<file path="src/rtl/game_state_module_pkg.sv">
// -----------------------------------------------------------------------------
// game_state_module_pkg
//   Shared definitions for the game controller. The state encoding is one-hot
//   and equals the screen-select vector {ready_sig, win_sig, over_sig, start},
//   so the VGA screen selector can use the same values as case labels.
//   Ports: none (package).
// -----------------------------------------------------------------------------
package game_state_module_pkg;

   typedef enum logic [3:0] {
      ST_READY = 4'b1000,
      ST_WIN   = 4'b0100,
      ST_OVER  = 4'b0010,
      ST_PLAY  = 4'b0001
   } state_t;

   // Counter width able to hold 0..n-1; never narrower than one bit.
   function automatic int unsigned cnt_width(input int unsigned n);
      return (n > 1) ? $clog2(n) : 1;
   endfunction

endpackage

</file>
<file path="src/rtl/game_state_module_debounce.sv">
// -----------------------------------------------------------------------------
// key_debounce_module
//   Synchronises a raw push-button level, debounces it and emits a one-cycle
//   pulse on each debounced 0->1 edge.
//   Ports:
//     CLK       in  system clock
//     RST       in  asynchronous, active-high reset
//     key_in    in  raw key level, asynchronous, 1 = pressed
//     key_press out registered 1-cycle pulse on debounced press
// -----------------------------------------------------------------------------
module key_debounce_module
   import game_state_module_pkg::*;
#(
   parameter int unsigned DEBOUNCE_CYCLES = 1_000_000
) (
   input  logic CLK,
   input  logic RST,
   input  logic key_in,
   output logic key_press
);

   localparam int unsigned          CNT_W   = cnt_width(DEBOUNCE_CYCLES);
   localparam logic [CNT_W-1:0]     CNT_MAX = CNT_W'(DEBOUNCE_CYCLES - 1);

   logic             r_sync1;
   logic             r_sync2;
   logic             r_deb;
   logic             r_press;
   logic [CNT_W-1:0] r_cnt;

   // The counter runs only while the synchronised level disagrees with the
   // debounced level; any return to agreement restarts the stability window.
   always_ff @(posedge CLK or posedge RST) begin
      if (RST) begin
         r_sync1 <= 1'b0;
         r_sync2 <= 1'b0;
         r_deb   <= 1'b0;
         r_press <= 1'b0;
         r_cnt   <= '0;
      end else begin
         r_sync1 <= key_in;
         r_sync2 <= r_sync1;
         r_press <= 1'b0;
         if (r_sync2 == r_deb) begin
            r_cnt <= '0;
         end else if (r_cnt == CNT_MAX) begin
            r_deb   <= r_sync2;
            r_cnt   <= '0;
            r_press <= r_sync2;
         end else begin
            r_cnt <= r_cnt + 1'b1;
         end
      end
   end

   assign key_press = r_press;

endmodule

</file>
<file path="src/rtl/game_state_module.sv">
// -----------------------------------------------------------------------------
// game_state_module
//   Top-level game controller. Tracks the game phase READY/PLAY/WIN/OVER and
//   drives the one-hot screen select {ready_sig, win_sig, over_sig, start}.
//   Issues a one-cycle game_rst pulse on entry to PLAY.
//   Ports:
//     CLK        in  system clock
//     RST        in  asynchronous, active-high reset
//     key_start  in  raw start key level, asynchronous, 1 = pressed
//     hit_wall   in  1-cycle pulse, head left the play field
//     hit_body   in  1-cycle pulse, head overlapped body
//     snake_len  in  current snake length, unsigned, LEN_W bits
//     ready_sig  out READY screen select
//     start      out PLAY screen select / snake logic enable
//     win_sig    out WIN screen select
//     over_sig   out OVER screen select
//     game_rst   out 1-cycle pulse coincident with start first reading 1
// -----------------------------------------------------------------------------
module game_state_module
   import game_state_module_pkg::*;
#(
   parameter int unsigned DEBOUNCE_CYCLES = 1_000_000,
   parameter int unsigned HOLD_CYCLES     = 100_000_000,
   parameter int unsigned LEN_W           = 6,
   parameter int unsigned WIN_LEN         = 20
) (
   input  logic             CLK,
   input  logic             RST,
   input  logic             key_start,
   input  logic             hit_wall,
   input  logic             hit_body,
   input  logic [LEN_W-1:0] snake_len,
   output logic             ready_sig,
   output logic             start,
   output logic             win_sig,
   output logic             over_sig,
   output logic             game_rst
);

   localparam int unsigned          HOLD_W   = cnt_width(HOLD_CYCLES);
   localparam logic [HOLD_W-1:0]    HOLD_MAX = HOLD_W'(HOLD_CYCLES - 1);
   localparam logic [LEN_W-1:0]     WIN_LEN_V = LEN_W'(WIN_LEN);

   state_t              r_state;
   state_t              w_next;
   logic [HOLD_W-1:0]   r_hold;
   logic                r_game_rst;
   logic                w_key_press;
   logic                w_hold_done;
   logic                w_end_screen;

   key_debounce_module #(
      .DEBOUNCE_CYCLES (DEBOUNCE_CYCLES)
   ) u_key_debounce (
      .CLK       (CLK),
      .RST       (RST),
      .key_in    (key_start),
      .key_press (w_key_press)
   );

   assign w_hold_done  = (r_hold == HOLD_MAX);
   assign w_end_screen = (r_state == ST_WIN) || (r_state == ST_OVER);

   // Next-state logic; a failure takes priority over reaching the win length.
   always_comb begin
      w_next = r_state;
      case (r_state)
         ST_READY: if (w_key_press) w_next = ST_PLAY;
         ST_PLAY: begin
            if (hit_wall || hit_body)        w_next = ST_OVER;
            else if (snake_len >= WIN_LEN_V) w_next = ST_WIN;
         end
         ST_WIN,
         ST_OVER:  if (w_key_press && w_hold_done) w_next = ST_READY;
         default:  w_next = ST_READY;
      endcase
   end

   always_ff @(posedge CLK or posedge RST) begin
      if (RST) r_state <= ST_READY;
      else     r_state <= w_next;
   end

   // Hold counter restarts on every state change and only runs on the
   // WIN/OVER screens, saturating once the minimum display time has passed.
   always_ff @(posedge CLK or posedge RST) begin
      if (RST) begin
         r_hold <= '0;
      end else if (w_next != r_state) begin
         r_hold <= '0;
      end else if (w_end_screen && !w_hold_done) begin
         r_hold <= r_hold + 1'b1;
      end
   end

   always_ff @(posedge CLK or posedge RST) begin
      if (RST) r_game_rst <= 1'b0;
      else     r_game_rst <= (r_state == ST_READY) && (w_next == ST_PLAY);
   end

   assign {ready_sig, win_sig, over_sig, start} = r_state;
   assign game_rst = r_game_rst;

endmodule
</file>
<file path="config.mk">
export PLATFORM = sky130hd
export DESIGN_NAME = game_state_module
export DESIGN_NICKNAME = d
export VERILOG_FILES = /design/src/rtl/game_state_module_pkg.sv /design/src/rtl/game_state_module_debounce.sv /design/src/rtl/game_state_module.sv
export SDC_FILE = /design/constraint.sdc
export NUM_CORES = 1
export LEC_CHECK = 0
export CAP_MARGIN = 30
export CORE_ASPECT_RATIO = 2
export CORE_MARGIN = 4
export CORE_UTILIZATION = 45
export CTS_BUF_LIST = sky130_fd_sc_hd__clkbuf_2
export DETAILED_ROUTE_END_ITERATION = 10
export HOLD_SLACK_MARGIN = 0.1
export PLACE_DENSITY = 0.59
export SLEW_MARGIN = 20
export SYNTH_ARGS = -nofsm -noshare
export SYNTH_HDL_FRONTEND = slang
export SYNTH_SLANG_ARGS = --single-unit
</file>
<file path="constraint.sdc">
create_clock -name CLK -period 5.9 [get_ports CLK]
set_clock_uncertainty 0.15 [all_clocks]
set_input_delay 1.18 -clock CLK [delete_from_list [all_inputs] [get_ports CLK]]
set_output_delay 1.18 -clock CLK [all_outputs]
set_load 0.05 [all_outputs]
</file>
-- Yosys cells after proc, flatten, opt, wreduce, memory -nomap -nowiden
Cells that the tools add are included.
- input bits: 11
- register bits: 56
- logic and storage cells: 41
- reductions and logical operators: 9
- multiplexer cells: 11
- add/subtract/negate cells: 2
- bitwise operators: 1
- order comparisons: 1
- equal/unequal tests: 9
- operators by type and width (cell ; number):
    $mux 27 ; 2
    $mux 20 ; 2
    $add 27x1->27 const B ; 1
    $eq 27x27->1 const B ; 1
    $add 20x1->20 const B ; 1
    $eq 20x20->1 const B ; 1
    $mux 4 ; 4
    $pmux 4 s3 ; 1
    $eq 4x1->1 const B ; 2
    $ge 6x5->1 const B ; 1
    $eq 4x2->1 const B ; 1
    $eq 4x3->1 const B ; 1
    $eq 4x4->1 const B ; 1
    $ne 4x4->1 ; 1
    $logic_and 1x1->1 ; 3
    $logic_or 1x1->1 ; 2
    $mux 1 ; 2
    $reduce_and 2->1 ; 1
    $reduce_bool 2->1 ; 1
    $reduce_or 2->1 ; 1
    $eq 1x1->1 ; 1
    $logic_not 1->1 ; 1
    $not 1->1 ; 1

-- Longest topological paths before layout
Gate-level depths: netlist of the first run.
- depth after elaboration: 6
- depth in mapped cells: 8
- gate-level depth less buffers: 6

-- By module
A second synthesis of the first run with hierarchy kept.
- cell total of the unflattened synthesis: 308
- area, all modules: 3084.2 sq um
- by module, submodules not included (module ; seq. area each (sq um) ; times used ; area each (sq um) ; cells an instance):
    game_state_module ; 802.0 ; 1 ; 1895.6 ; 200
    key_debounce_module ; 600.6 ; 1 ; 1188.6 ; 108

-- Least setup slack after synthesis of the first run
OpenSTA, ideal clock, no wires.
- path type: input port to flip-flop
- from: in snake_len[3]
- to: reg r_hold[16]
- setup time: 0.140 ns
- slack: 3.354 ns
- required time: 5.610 ns
- stages on the path: 6
- buffers on the path: 1
- arrival time: 2.256 ns
- cell sequence: o21ai_0 nand4b_1 a21oi_1 o21ai_1 clkbuf_1 nor3_1
- cells in the longest elaborated chain, start to end: 6
- elaborated cells between the ends (all ways): 7
- ends and longest elaborated chain (what ; line ; source):
    from (decl) ; game_state_module.sv:32 ; input logic [LEN_W-1:0] snake_len,
    $ge 6x5->1 (*) ; game_state_module.sv:71 ; else if (snake_len >= WIN_LEN_V) w_next = ST_WIN;
    $mux 4 (*) ; game_state_module.sv:71 ;
    $mux 4 (*) ; game_state_module.sv:70 ; if (hit_wall || hit_body) w_next = ST_OVER;
    $pmux 4 s3 (*) ; game_state_module.sv:67 ; case (r_state)
    $ne 4x4->1 (*) ; game_state_module.sv:89 ; end else if (w_next != r_state) begin
    $mux 27 / $reduce_bool 2->1 (equally long branches) ; n/a ;
    to (signal assigned) ; game_state_module.sv:92 ; r_hold <= r_hold + 1'b1;
    to (decl) ; game_state_module.sv:46 ; logic [HOLD_W-1:0] r_hold;
Mark *: on every way between the ends. The rest lies on a longest branch, timed or not.
A chain may end at the register's enable or synchronous reset.

-- Final worst setup path of the first run
- from: reg r_state[1]
- to: out over_sig
- RTL lines (what ; line ; source):
    from (decl) ; game_state_module.sv:44 ; state_t r_state;
    from (signal assigned) ; game_state_module.sv:81 ; else r_state <= w_next;
    to (decl) ; game_state_module.sv:36 ; output logic over_sig,
No word-level cell between the ends.

==> results of run 1 <==
[worst paths after layout]
check | depth (start not counted) | start | to
hold / removal | 0 | u_key_debounce.r_sync1 | u_key_debounce.r_sync2
hold reg to reg | 0 | u_key_debounce.r_sync1 | u_key_debounce.r_sync2
max in group asynchronous | 3 | RST | r_hold[5]
setup / recovery | 1 | r_state[1] | over_sig
min in group asynchronous | 3 | RST | r_hold[10]
setup reg to reg | 6 | u_key_debounce.r_cnt[0] | u_key_debounce.r_cnt[18]
[power by group through the flow]
stage / logic [mW] / clock network [mW] / registers [mW]
after floorplan: 0.0116 / 0 / 0.395
after global placement: 0.0207 / 0 / 0.395
after detailed placement: 0.0206 / 0 / 0.395
after CTS: 0.0207 / 0.168 / 0.390
after global routing: 0.0232 / 0.181 / 0.390
final: 0.0196 / 0.158 / 0.389
[registers in the layout, summed over array words and instances (netlist names)]
register and cells:
u_key_debounce.r_sync1 1, game_rst 1, r_hold 27, u_key_debounce.key_press 1, u_key_debounce.r_cnt 20, u_key_debounce.r_deb 1
r_state 4, u_key_debounce.r_sync2 1
[cell usage after synthesis (2+ instances only)]
master / number / area share, %
sky130_fd_sc_hd__nor2_1: 30 / 3.7
sky130_fd_sc_hd__nor3_1: 25 / 4.1
sky130_fd_sc_hd__or4_1: 2 / 0.49
sky130_fd_sc_hd__nand2_1: 19 / 2.3
sky130_fd_sc_hd__clkbuf_1: 2 / 0.24
sky130_fd_sc_hd__and3_1: 7 / 1.4
sky130_fd_sc_hd__buf_2: 6 / 0.97
sky130_fd_sc_hd__nor3_2: 6 / 1.9
sky130_fd_sc_hd__o21ai_0: 11 / 1.8
sky130_fd_sc_hd__nor4_1: 9 / 1.8
sky130_fd_sc_hd__ha_1: 2 / 0.81
sky130_fd_sc_hd__inv_1: 5 / 0.61
sky130_fd_sc_hd__dfrtp_1: 55 / 45
sky130_fd_sc_hd__o21bai_1: 2 / 0.49
sky130_fd_sc_hd__or3_1: 10 / 2.0
sky130_fd_sc_hd__nor4bb_1: 3 / 0.97
sky130_fd_sc_hd__nor4_2: 2 / 0.81
sky130_fd_sc_hd__nor2b_1: 3 / 0.61
sky130_fd_sc_hd__buf_6: 3 / 1.1
sky130_fd_sc_hd__nor4_4: 2 / 1.4
sky130_fd_sc_hd__a21boi_0: 2 / 0.49
sky130_fd_sc_hd__nand3_1: 19 / 3.1
sky130_fd_sc_hd__nand4_1: 14 / 2.8
sky130_fd_sc_hd__o211ai_1: 2 / 0.49
sky130_fd_sc_hd__nand2b_1: 3 / 0.61
sky130_fd_sc_hd__a211oi_1: 5 / 1.2
sky130_fd_sc_hd__xor2_1: 19 / 5.4
sky130_fd_sc_hd__o21ai_1: 2 / 0.32
sky130_fd_sc_hd__nor4b_1: 2 / 0.57
sky130_fd_sc_hd__and4_1: 4 / 1.1
sky130_fd_sc_hd__xnor2_1: 19 / 5.4
sky130_fd_sc_hd__a21oi_1: 4 / 0.65
[per-stage QoR]
step                      std cells  util, %  hold slack (ns)
after floorplan                 316        -            0.181
after global placement          409     49.5            0.181
after detailed placement        409     49.5            0.193
after CTS                       417     50.3            0.250
after global routing            418     50.3            0.260
final                           418     50.3            0.247
[cells by family after synthesis]
kind of cell / share of synthesized area (%)
compound gates: 7.26
xor+xnor: 10.8
mux: 0.690
simple gates: 32.0
flops: 45.5
buf+inv: 2.92
fa+ha+maj: 0.811
[area by class of cell]
| cell class | instances | area (um^2) |
|---|---|---|
| Clock inverter | 3 | 23.8 |
| Tap cell | 88 | 110 |
| Antenna cell | 1 | 2.50 |
| Clock buffer | 5 | 25.0 |
| Multi-Input combinational cell | 244 | 1600 |
| Fill cell | 656 | 3290 |
| Timing Repair Buffer | 16 | 153 |
| Sequential cell | 56 | 1400 |
| Inverter | 5 | 18.8 |
[layer usage]
metal  routed length (um)  share of wire (%)
met5                    0                  0
met4                  184                2.8
met3                  162                2.4
met2                 3730                 56
met1                 2550                 38
==> results by stage, run 1 <==
Run status:
- The flow ran to the end, and the final reports show no timing, DRC or antenna violations.

Clock tree:
- The clock latency on the worst-skew pair is 0.49 ns.
- The number of cells upsized or downsized after cts is 0.
- Counting every sink on the clock net gives 56.
- In this run the clock root is driven by a sky130_fd_sc_hd__clkbuf_2.
- TritonCTS built the clock tree.
- For this design, the CTS-stage hold fixing added 0 buffers.
- The count of H-tree levels built during CTS is 2.
- The number of buffers created by CTS is 5.
- In this run the post-CTS setup repair buffer count came out at 0.
- Counting along the longest clock path gives a buffer depth of 2.
- After clock tree synthesis, the clock-pin slew on the worst setup and hold paths is 0.30 ns.

Die:
- The die covers 0.00832 mm^2.
- From left edge to right edge, the die measures 66.5 um.
- The core area is 0.00662 mm^2.
- The floorplan has 42 rows.
- The total I/O pin count is 16.
- Measured along the y axis, the die boundary spans 125 um.
- The starting utilization of the core area is 46.6%.

Synth:
- The synthesized design contains 56 register bits.
- The number of enable-type register cells in the synthesized netlist is 0.
- Counting every instance in the synthesized netlist gives 316.
- The share of flip-flops with an asynchronous set or reset after synthesis is 100%.
- The prevailing post-synth register cell is sky130_fd_sc_hd__dfrtp_1.
- During synthesis, Yosys emitted a total of 0 warnings.
- The number of nets handed over by synthesis was 329.
- After synthesis, flip-flops and latches occupy 45.5% of the total area.
- The mapped netlist covers 0.00308 mm^2.
- The post-synthesis cell type count is 49.
- The synthesized area per cell is 9.76 um^2.

Global route:
- The global-route wire length before repair is 11300 um.
- The number of global-route vias before repair is 2413.
- The number of antenna violations at the first check in global routing is 1.
- Entering global routing, the biggest net connects 57 pins.
- For this run the aggregate overflow at the end of global routing stands at 0.
- Global routing consumed, on the met1 layer, 19.4% of the routing resources.
- Global routing used 31.1% of the available met2 tracks.
- The most utilized layer in the global route result is met2.
- The met3 usage is 2.96%.
- Global routing used 17.5% of the available tracks across all layers.

Pwr:
- For this design the ratio of total power to cell area is 170 mW/mm^2.
- Across the VDD grid, the largest voltage drop is 161 uV.
- The fraction of power consumed by sequential logic is 68.7%.
- In this run the static leakage power is 1.33 nW.
- The final total power is 0.567 mW.
- The switching power share of the total is 25.1%.
- In this run, the clock network consumes 27.8% of the power.
- The cell internal power dissipation is 0.424 mW.
- For this design the total switching power over the nets is 0.142 mW.
- Per report_power, the combinational group accounts for 3.5% of the total.

Timing:
- Based on the critical path, the design can be clocked at up to 305 MHz.
- The count of pins over their slew limit is 0.
- Across all setup checks in the final design, the least slack found is 2.63 ns.
- Setup repair after global routing left no endpoint under its margin.
- For the pin with the worst max-slew slack, the measured transition is 0.812 ns.
- The time the worst path needs with I/O delays and setup is 3.27 ns.
- The share of the cycle needed by the critical path after routing is 55.5%.
- Setup violations remaining at the end of the flow were counted as 0.
- Headroom to the max-slew limit came out at 45.4%.
- The accumulated negative setup slack is 0 ns.
- The final hold violation count came to 0.

Detailed routing:
- Using the TritonRoute via totals, the vias-per-cell ratio works out to 5.64.
- The number of routed nets with antenna violations is 0.
- After detailed routing, the total wire length is 6630 um.
- In the routed design, unresolved DRC markers number 0.
- The wire length per cell is 15.9 um.
- The initial DRC count is 99.
- Before antenna repair, the detailed router went through 4 iterations.
- The routed layout has 2356 vias.

Worst setup path:
- The slowest stage of the critical path belongs to the cell sky130_fd_sc_hd__clkdlybuf4s50_1.
- For this run, the slowest stage of the critical path takes 0.87 ns.
- STA classifies the critical path startpoint as a flop.
- The number of buffers and inverters on the critical path is 1.
- The data arrival time of the critical path is 1.94 ns.
- The maximum net fanout on the critical path is 10.
- The signal on the critical path passes through clkdlybuf4s50_1.
- The reg-to-reg setup timing slack is 3.44 ns.
- STA puts the critical path data required time at 4.57 ns.
- The critical path in this run is classified as flop to primary output.
- The worst setup path is captured at a primary output.
- The cell family with the largest share of critical-path delay is buffers and inverters.

Cells and area:
- The share of cells above drive strength 1 is 9.12%.
- After routing the design area is 0.00333 mm^2.
- The library cells used most frequently in the layout, excluding fill and tap cells, are sky130_fd_sc_hd__dfrtp_1 (55), sky130_fd_sc_hd__nor2_1 (30), sky130_fd_sc_hd__nor3_1 (25).
- From synthesis to final layout, the design area changed by 7.99%.
- The final layout net count is 341.
- Leaving out fill and tap cells, the most frequent cell in the layout is sky130_fd_sc_hd__dfrtp_1.

Placement:
- The total cell area at the placement stage is 0.00328 mm^2.
- The worst slack after detailed placement is 2.87 ns.
- Routability-driven placement finished with a final weighted congestion of 0.774.
- Once detailed placement completed, the half-perimeter wirelength came to 4730 um.
- During placement, the flow inserted port buffers numbering 13.

Worst hold path:
- The path class of the lowest-slack min-delay path is flop to flop.

Run:
- The count of maximum capacitance violations is 0.
Note: power is estimated with default switching activity, not from simulation.
==> inputs of run 2 (changes only) <==
- clock period: 5.9 -> 3.4 ns (I/O delays scaled with it)
==> run 2 against run 1 <==
First-iteration DRC count up 77%. Die area unchanged. Clock power up 130%. Sequential cell count unchanged. Combinational power up 82%. Core utilization up 0.72 points. Setup slack worse by 2.0 ns. Critical path depth unchanged. Global-route usage up 0.066 points. Wire length down 0.14%.
==> results by stage, run 2 (same netlist as run 1, synthesis figures left out) <==
Detailed routing:
- The number of routed nets with antenna violations is 0 (unchanged).
- The number of iterations in the first detailed-routing pass is 4 (unchanged).
- The via density per instance is 5.67 (was 5.64).
- The DRC violation count after routing is 0 (unchanged).
- The total via count after detailed routing is 2377 (was 2356).
- The wire length per cell is 15.8 um (was 15.9 um).
- The initial DRC count was 175 (was 99).
- The overall routed net length is 6620 um (was 6630 um).

Pwr:
- The maximum resistive drop on vdd is 316 uV (was 161 uV).
- The leakage power total was 1.36 nW (was 1.33 nW).
- The cell area power density is 316 mW/mm^2 (was 170 mW/mm^2).

Die:
- The die extent in x came to 66.5 um (unchanged).
- The total die area is 0.00832 mm^2 (unchanged).
- The core area is 0.00662 mm^2 (unchanged).
- The starting utilization of the core area is 46.6% (unchanged).
- The number of placement rows was 42 (unchanged).
- The total I/O pin count is 16 (unchanged).
- The height of the die is 125 um (unchanged).

Timing:
- The worst hold margin is 0.243 ns (was 0.247 ns).
- Setup repair after global routing missed its margin: false (unchanged).
- The count of pins over their slew limit is 0 (unchanged).
- The final hold violation count is 0 (unchanged).
- The worst path in the final design needs a cycle of 2.79 ns, including I/O delays and setup.
- The accumulated negative setup slack came to 0 ns (unchanged).
- The count of endpoints failing setup in the final report is 0 (unchanged).
- Dividing the final minimum period by the clock period gives 82.2%.
- Timing would allow up to 358 MHz.
- The transition time of the tightest slew-check pin is 0.709 ns (was 0.812 ns).
- The remaining max-slew budget at the tightest pin is 52.4% (was 45.4%).

Global route:
- The number of antenna violations at the first check in global routing is 0 (was 1).
- The overall global routing resource usage is 17.5% (about the same).
- The aggregate global routing overflow is 0 (unchanged).
- The maximum number of pins on one net before global-route repair was 31 (was 57).
- The global-route wire length before repair was 11400 um (was 11300 um).
- The number of global-route vias before repair is 2390 (was 2413).

Clock tree:
- The count of H-tree levels built during CTS is 2 (unchanged).
- The CTS tree is built (unchanged).
- The number of clock sinks is 56 (unchanged).
- The maximum buffer depth of the clock tree was 2 (unchanged).
- The clock root buffer is sky130_fd_sc_hd__clkbuf_2 (unchanged).
- The number of cells upsized or downsized after cts is 0 (unchanged).
- The clock slew at the register clock pins of the worst setup and hold paths was 0.31 ns (was 0.30 ns).
- The clock latency on the worst-skew pair is 0.50 ns (was 0.49 ns).
- The number of buffers created by CTS came to 5 (unchanged).
- The post-CTS setup-driven buffer insertion count is 0 (unchanged).
- The cts-stage hold buffer count is 0 (unchanged).

Worst setup path:
- The maximum cell stage delay along the critical path is 0.87 ns (about the same).
- The category of the critical setup timing path is flop to primary output (unchanged).
- The depth of the critical timing path with buffers and inverters included is 1 (unchanged).
- The endpoint class of the critical path is a primary output (unchanged).
- The required arrival time at the worst endpoint came to 2.57 ns (was 4.57 ns).
- The number of buffers and inverters on the critical path is 1 (unchanged).
- The reg-to-reg setup timing slack came to 0.96 ns (was 3.44 ns).
- The endpoint of the worst register-to-register path is r_hold[9] (was u_key_debounce.r_cnt[18]).
- The maximum net fanout on the critical path was 10 (unchanged).
- The timing startpoint of the critical path is r_state[1] (unchanged).
- The cell family with the largest share of critical-path delay is buffers and inverters (unchanged).
- The reg-to-reg critical path startpoint is r_state[0] (was u_key_debounce.r_cnt[0]).
- The startpoint class of the critical path is a flop (unchanged).
- The worst reg-to-reg path cell count is 5 (was 6).
- Cell breakdown of the critical path: clkdlybuf4s50_1 (unchanged).
- The cell with the largest stage delay on the worst path was sky130_fd_sc_hd__clkdlybuf4s50_1 (unchanged).
- The data arrival time of the critical path came to 1.96 ns (was 1.94 ns).
- The endpoint of the worst setup timing path was over_sig (unchanged).

Cells and area:
- The share of cells above drive strength 1 is 9.67% (was 9.12%).
- The antenna diode count came to 0 (was 1).
- Most frequent cells in the layout: sky130_fd_sc_hd__dfrtp_1 (55), sky130_fd_sc_hd__nor2_1 (30), sky130_fd_sc_hd__nor3_1 (25) (unchanged).
- The largest register by flop count is r_hold (unchanged).
- The most frequent standard cell in the layout excluding fill and tap cells was sky130_fd_sc_hd__dfrtp_1 (unchanged).
- The post-synthesis to final-layout area growth is 9.53% (was 7.99%).
- The final layout net count is 343 (was 341).
- Largest registers: r_hold (27), u_key_debounce.r_cnt (20), r_state (4) (unchanged).
- The number of inserted filler cells in the final layout is 639 (was 656).
- The number of flip-flops in the largest register is 27 (unchanged).

Placement:
- The number of port buffers is 13 (unchanged).
- The post-DP HPWL is 4930 um (was 4730 um).
- The weighted congestion reported at the end of routability-driven placement is 0.748 (was 0.774).

Worst hold path:
- The number of instances on the worst hold path is 0 (unchanged).
- The path class of the lowest-slack min-delay path is flop to flop (unchanged).

Run status:
- Outcome: finished, final reports clean (unchanged).

Run:
- The count of maximum capacitance violations is 0 (unchanged).
## run 2: cell types whose count changed in the layout (fill, tap and decap cells not counted), sizes merged
| cell | change |
|---|---|
| bufinv | +1 |
| diode | -1 |
| clkinv | -1 |
| buf | +2 |
| inv | +1 |
| clkinvlp | -1 |
## run 2: how the worst min path moves through the flow
stage | start | end | slack [ns]
final | u_key_debounce.r_sync1 | u_key_debounce.r_sync2 | 0.24
after global routing | u_key_debounce.r_sync1 | u_key_debounce.r_sync2 | 0.25
after CTS | u_key_debounce.r_sync1 | u_key_debounce.r_sync2 | 0.24
after detailed placement | u_key_debounce.r_sync1 | u_key_debounce.r_sync2 | 0.19
after global placement | u_key_debounce.r_sync1 | u_key_debounce.r_sync2 | 0.18
after floorplan | u_key_debounce.r_sync1 | u_key_debounce.r_sync2 | 0.18
## run 2: power by group
group / total, mW / switching [mW] / internal (mW)
combinational: 0.0356 / 0.0217 / 0.0139
clock: 0.356 / 0.230 / 0.126
sequential: 0.676 / 0.00350 / 0.672
total: 1.07 / 0.255 / 0.813
## run 2: routing by layer
metal  share of wire, %  GRT usage [%]
met1                 39           19.9
met2                 57           31.7
met3                2.4           3.23
met4                1.8           5.87
met5                  0              0
## run 2: layout make-up
class	instances	area (um^2)	share of cell area, %
sequential	56	1400	41.5
tap	88	110	3.26
multi-input combinational	244	1600	47.2
timing repair buffer	18	180	5.33
clock buffer	5	25.0	0.741
clock inverter	3	46.3	1.37
inverter	5	18.8	0.556
## run 2: per-stage QoR
step | area (um^2) | total power, mW | util [%] | std cells | setup WS (ns)
2_1_floorplan | 3080 | 0.706 | - | 316 | 0.955
3_3_place_gp | 3310 | 0.723 | 49.9 | 411 | 0.890
3_5_place_dp | 3310 | 0.723 | 49.9 | 411 | 0.851
4_1_cts | 3380 | 1.08 | 51.0 | 419 | 0.585
5_1_grt | 3380 | 1.11 | 51.0 | 419 | 0.521
6_report | 3380 | 1.07 | 51.0 | 419 | 0.606
==> edit (settings of run 2) <==
Set the parameter `WIN_LEN` to 10 (it was 20).
--- a/src/rtl/game_state_module.sv
+++ b/src/rtl/game_state_module.sv
@@ -23,5 +23,5 @@
    parameter int unsigned HOLD_CYCLES     = 100_000_000,
    parameter int unsigned LEN_W           = 6,
-   parameter int unsigned WIN_LEN         = 20
+   parameter int unsigned WIN_LEN         = 10
 ) (
    input  logic             CLK,
Check against the original RTL: no difference found for any inputs over 10 cycles, from zero or initial values and one cycle with RST high; that may be too few to reach the edited logic, so the function may still have changed.
==> edit against run 2 <==
  * Sequential cell count unchanged
  * Combinational power is 4% higher
  * Power shrank 8.6%
  * Die area is 6.1% lower
  * Setup slack improved by 0.0037 ns
  * Hold slack worse by 0.0040 ns
  * Wire length fell by 9.1%
  * Critical path type unchanged
  * Sequential share of layout area is 3.2 points higher
  * Sequential power hardly changed
  * Synthesized area is 6.7% lower
  * Final area down 7.1%
==> edit: results (changes against run 2) <==
drive_gt1_share_pct: 9.48  # -0.19 points
whs_ns: 0.239  # -0.00397 ns
p_leak_nw: 1.26  # -7.2%
synth_cell_type_count: 46  # -6.1%
grt_util_all_layers_pct: 17.4  # -0.16 points
grt_use_met1_pct: 19.1  # -0.82 points
grt_util_met3_pct: 3.06  # -0.17 points
status: "finished, final reports clean"
gp_congestion: 0.788  # +5.3%
rrSetupSlack_ns: 1.00  # +0.04 ns
synthMuxAreaShare_pct: 0.739  # +0.049 points
rr_worst_depth: 6  # +1
synth-xor-area-share_pct: 10.3  # -0.45 points
p_seq_share_pct: 69.4  # +6.1 points
grt_max_degree: 28  # -9.7%
grt_pass1_wl_um: 10400  # -8.6%
synth_fa_ha_area_share_pct: 0.869  # +0.058 points
clkPwrFrac_pct: 26.8  # -6.6 points
ys_seq_area_share_pct: 48.7  # +3.2 points
clk_pin_slew_ns: 0.26  # -0.05 ns
synthTopCellsByCount: "dfrtp_1 (55), nor2_1 (39), xnor2_1 (19)"
use_met2_pct: 31.5  # -0.13 points
io_buffers: 14  # +1
pre_cts_slack_ns: 0.855  # +0.00405 ns
finalCritPeriodShare_pct: 82.1  # -0.11 points
startpoint: "r_state[3]"
synth.area.top_cells: "dfrtp_1 (48%), xnor2_1 (5.8%), nor2_1 (5.1%)"
routed_wl_um: 6020  # -9.1%
crit_fanout: 7  # -3
synth_compound_area_share_pct: 8.69  # +1.4 points
insertion_delay_ns: 0.47  # -0.03 ns
r2r-end: "r_hold[10]"
grt_pass1_vias: 2154  # -9.9%
r2r_start: "r_hold[0]"
vdd_ir_drop_max_uv: 213  # -33%
cpPeakStageDelay_ns: 0.83  # -0.04 ns
first_iter_violations: 92  # -47%
worstPathArrival_ns: 1.96  # about the same
final_nets: 318  # -7.3%
p_int_w: 0.000742  # -8.7%
syn_nets: 301  # -8.5%
via_per_inst: 5.47  # -3.6%
dp_hpwl_um: 4440  # -9.9%
slowest_stage: "clkdlybuf4s50_1"
==> edit: cell count changes after synthesis, sizes merged, moves of 5 or more <==
cell / run 2 / this run
nor4: 13 / 4
nor3: 31 / 10
a21oi: 4 / 14
nor2: 30 / 43
a211oi: 5 / 0
o31ai: 1 / 7
==> edit: per-stage QoR <==
stage                     power, W  cells  instance area, um2  utilization, %
after floorplan           0.000706    288                2880               -
after global placement    0.000726    384                3100            49.5
after detailed placement  0.000727    384                3100            49.5
after CTS                 0.000996    392                3140            50.2
after global routing       0.00102    392                3140            50.2
final                     0.000975    392                3140            50.2
==> edit: per-layer routing <==
metal	vias up	share of wire, %
met2	16	56
li1	1066	-
met1	1052	40
met3	9	1.8
met4	0	2.7
met5	-	0
==> edit: cell type report <==
cell class	count	area (um2)
Fill cell	619	3120
Sequential cell	56	1400
Multi-Input combinational cell	219	1400
Timing Repair Buffer	18	170
Tap cell	86	108
Clock buffer	7	35.0
Inverter	5	18.8
Clock inverter	1	3.75
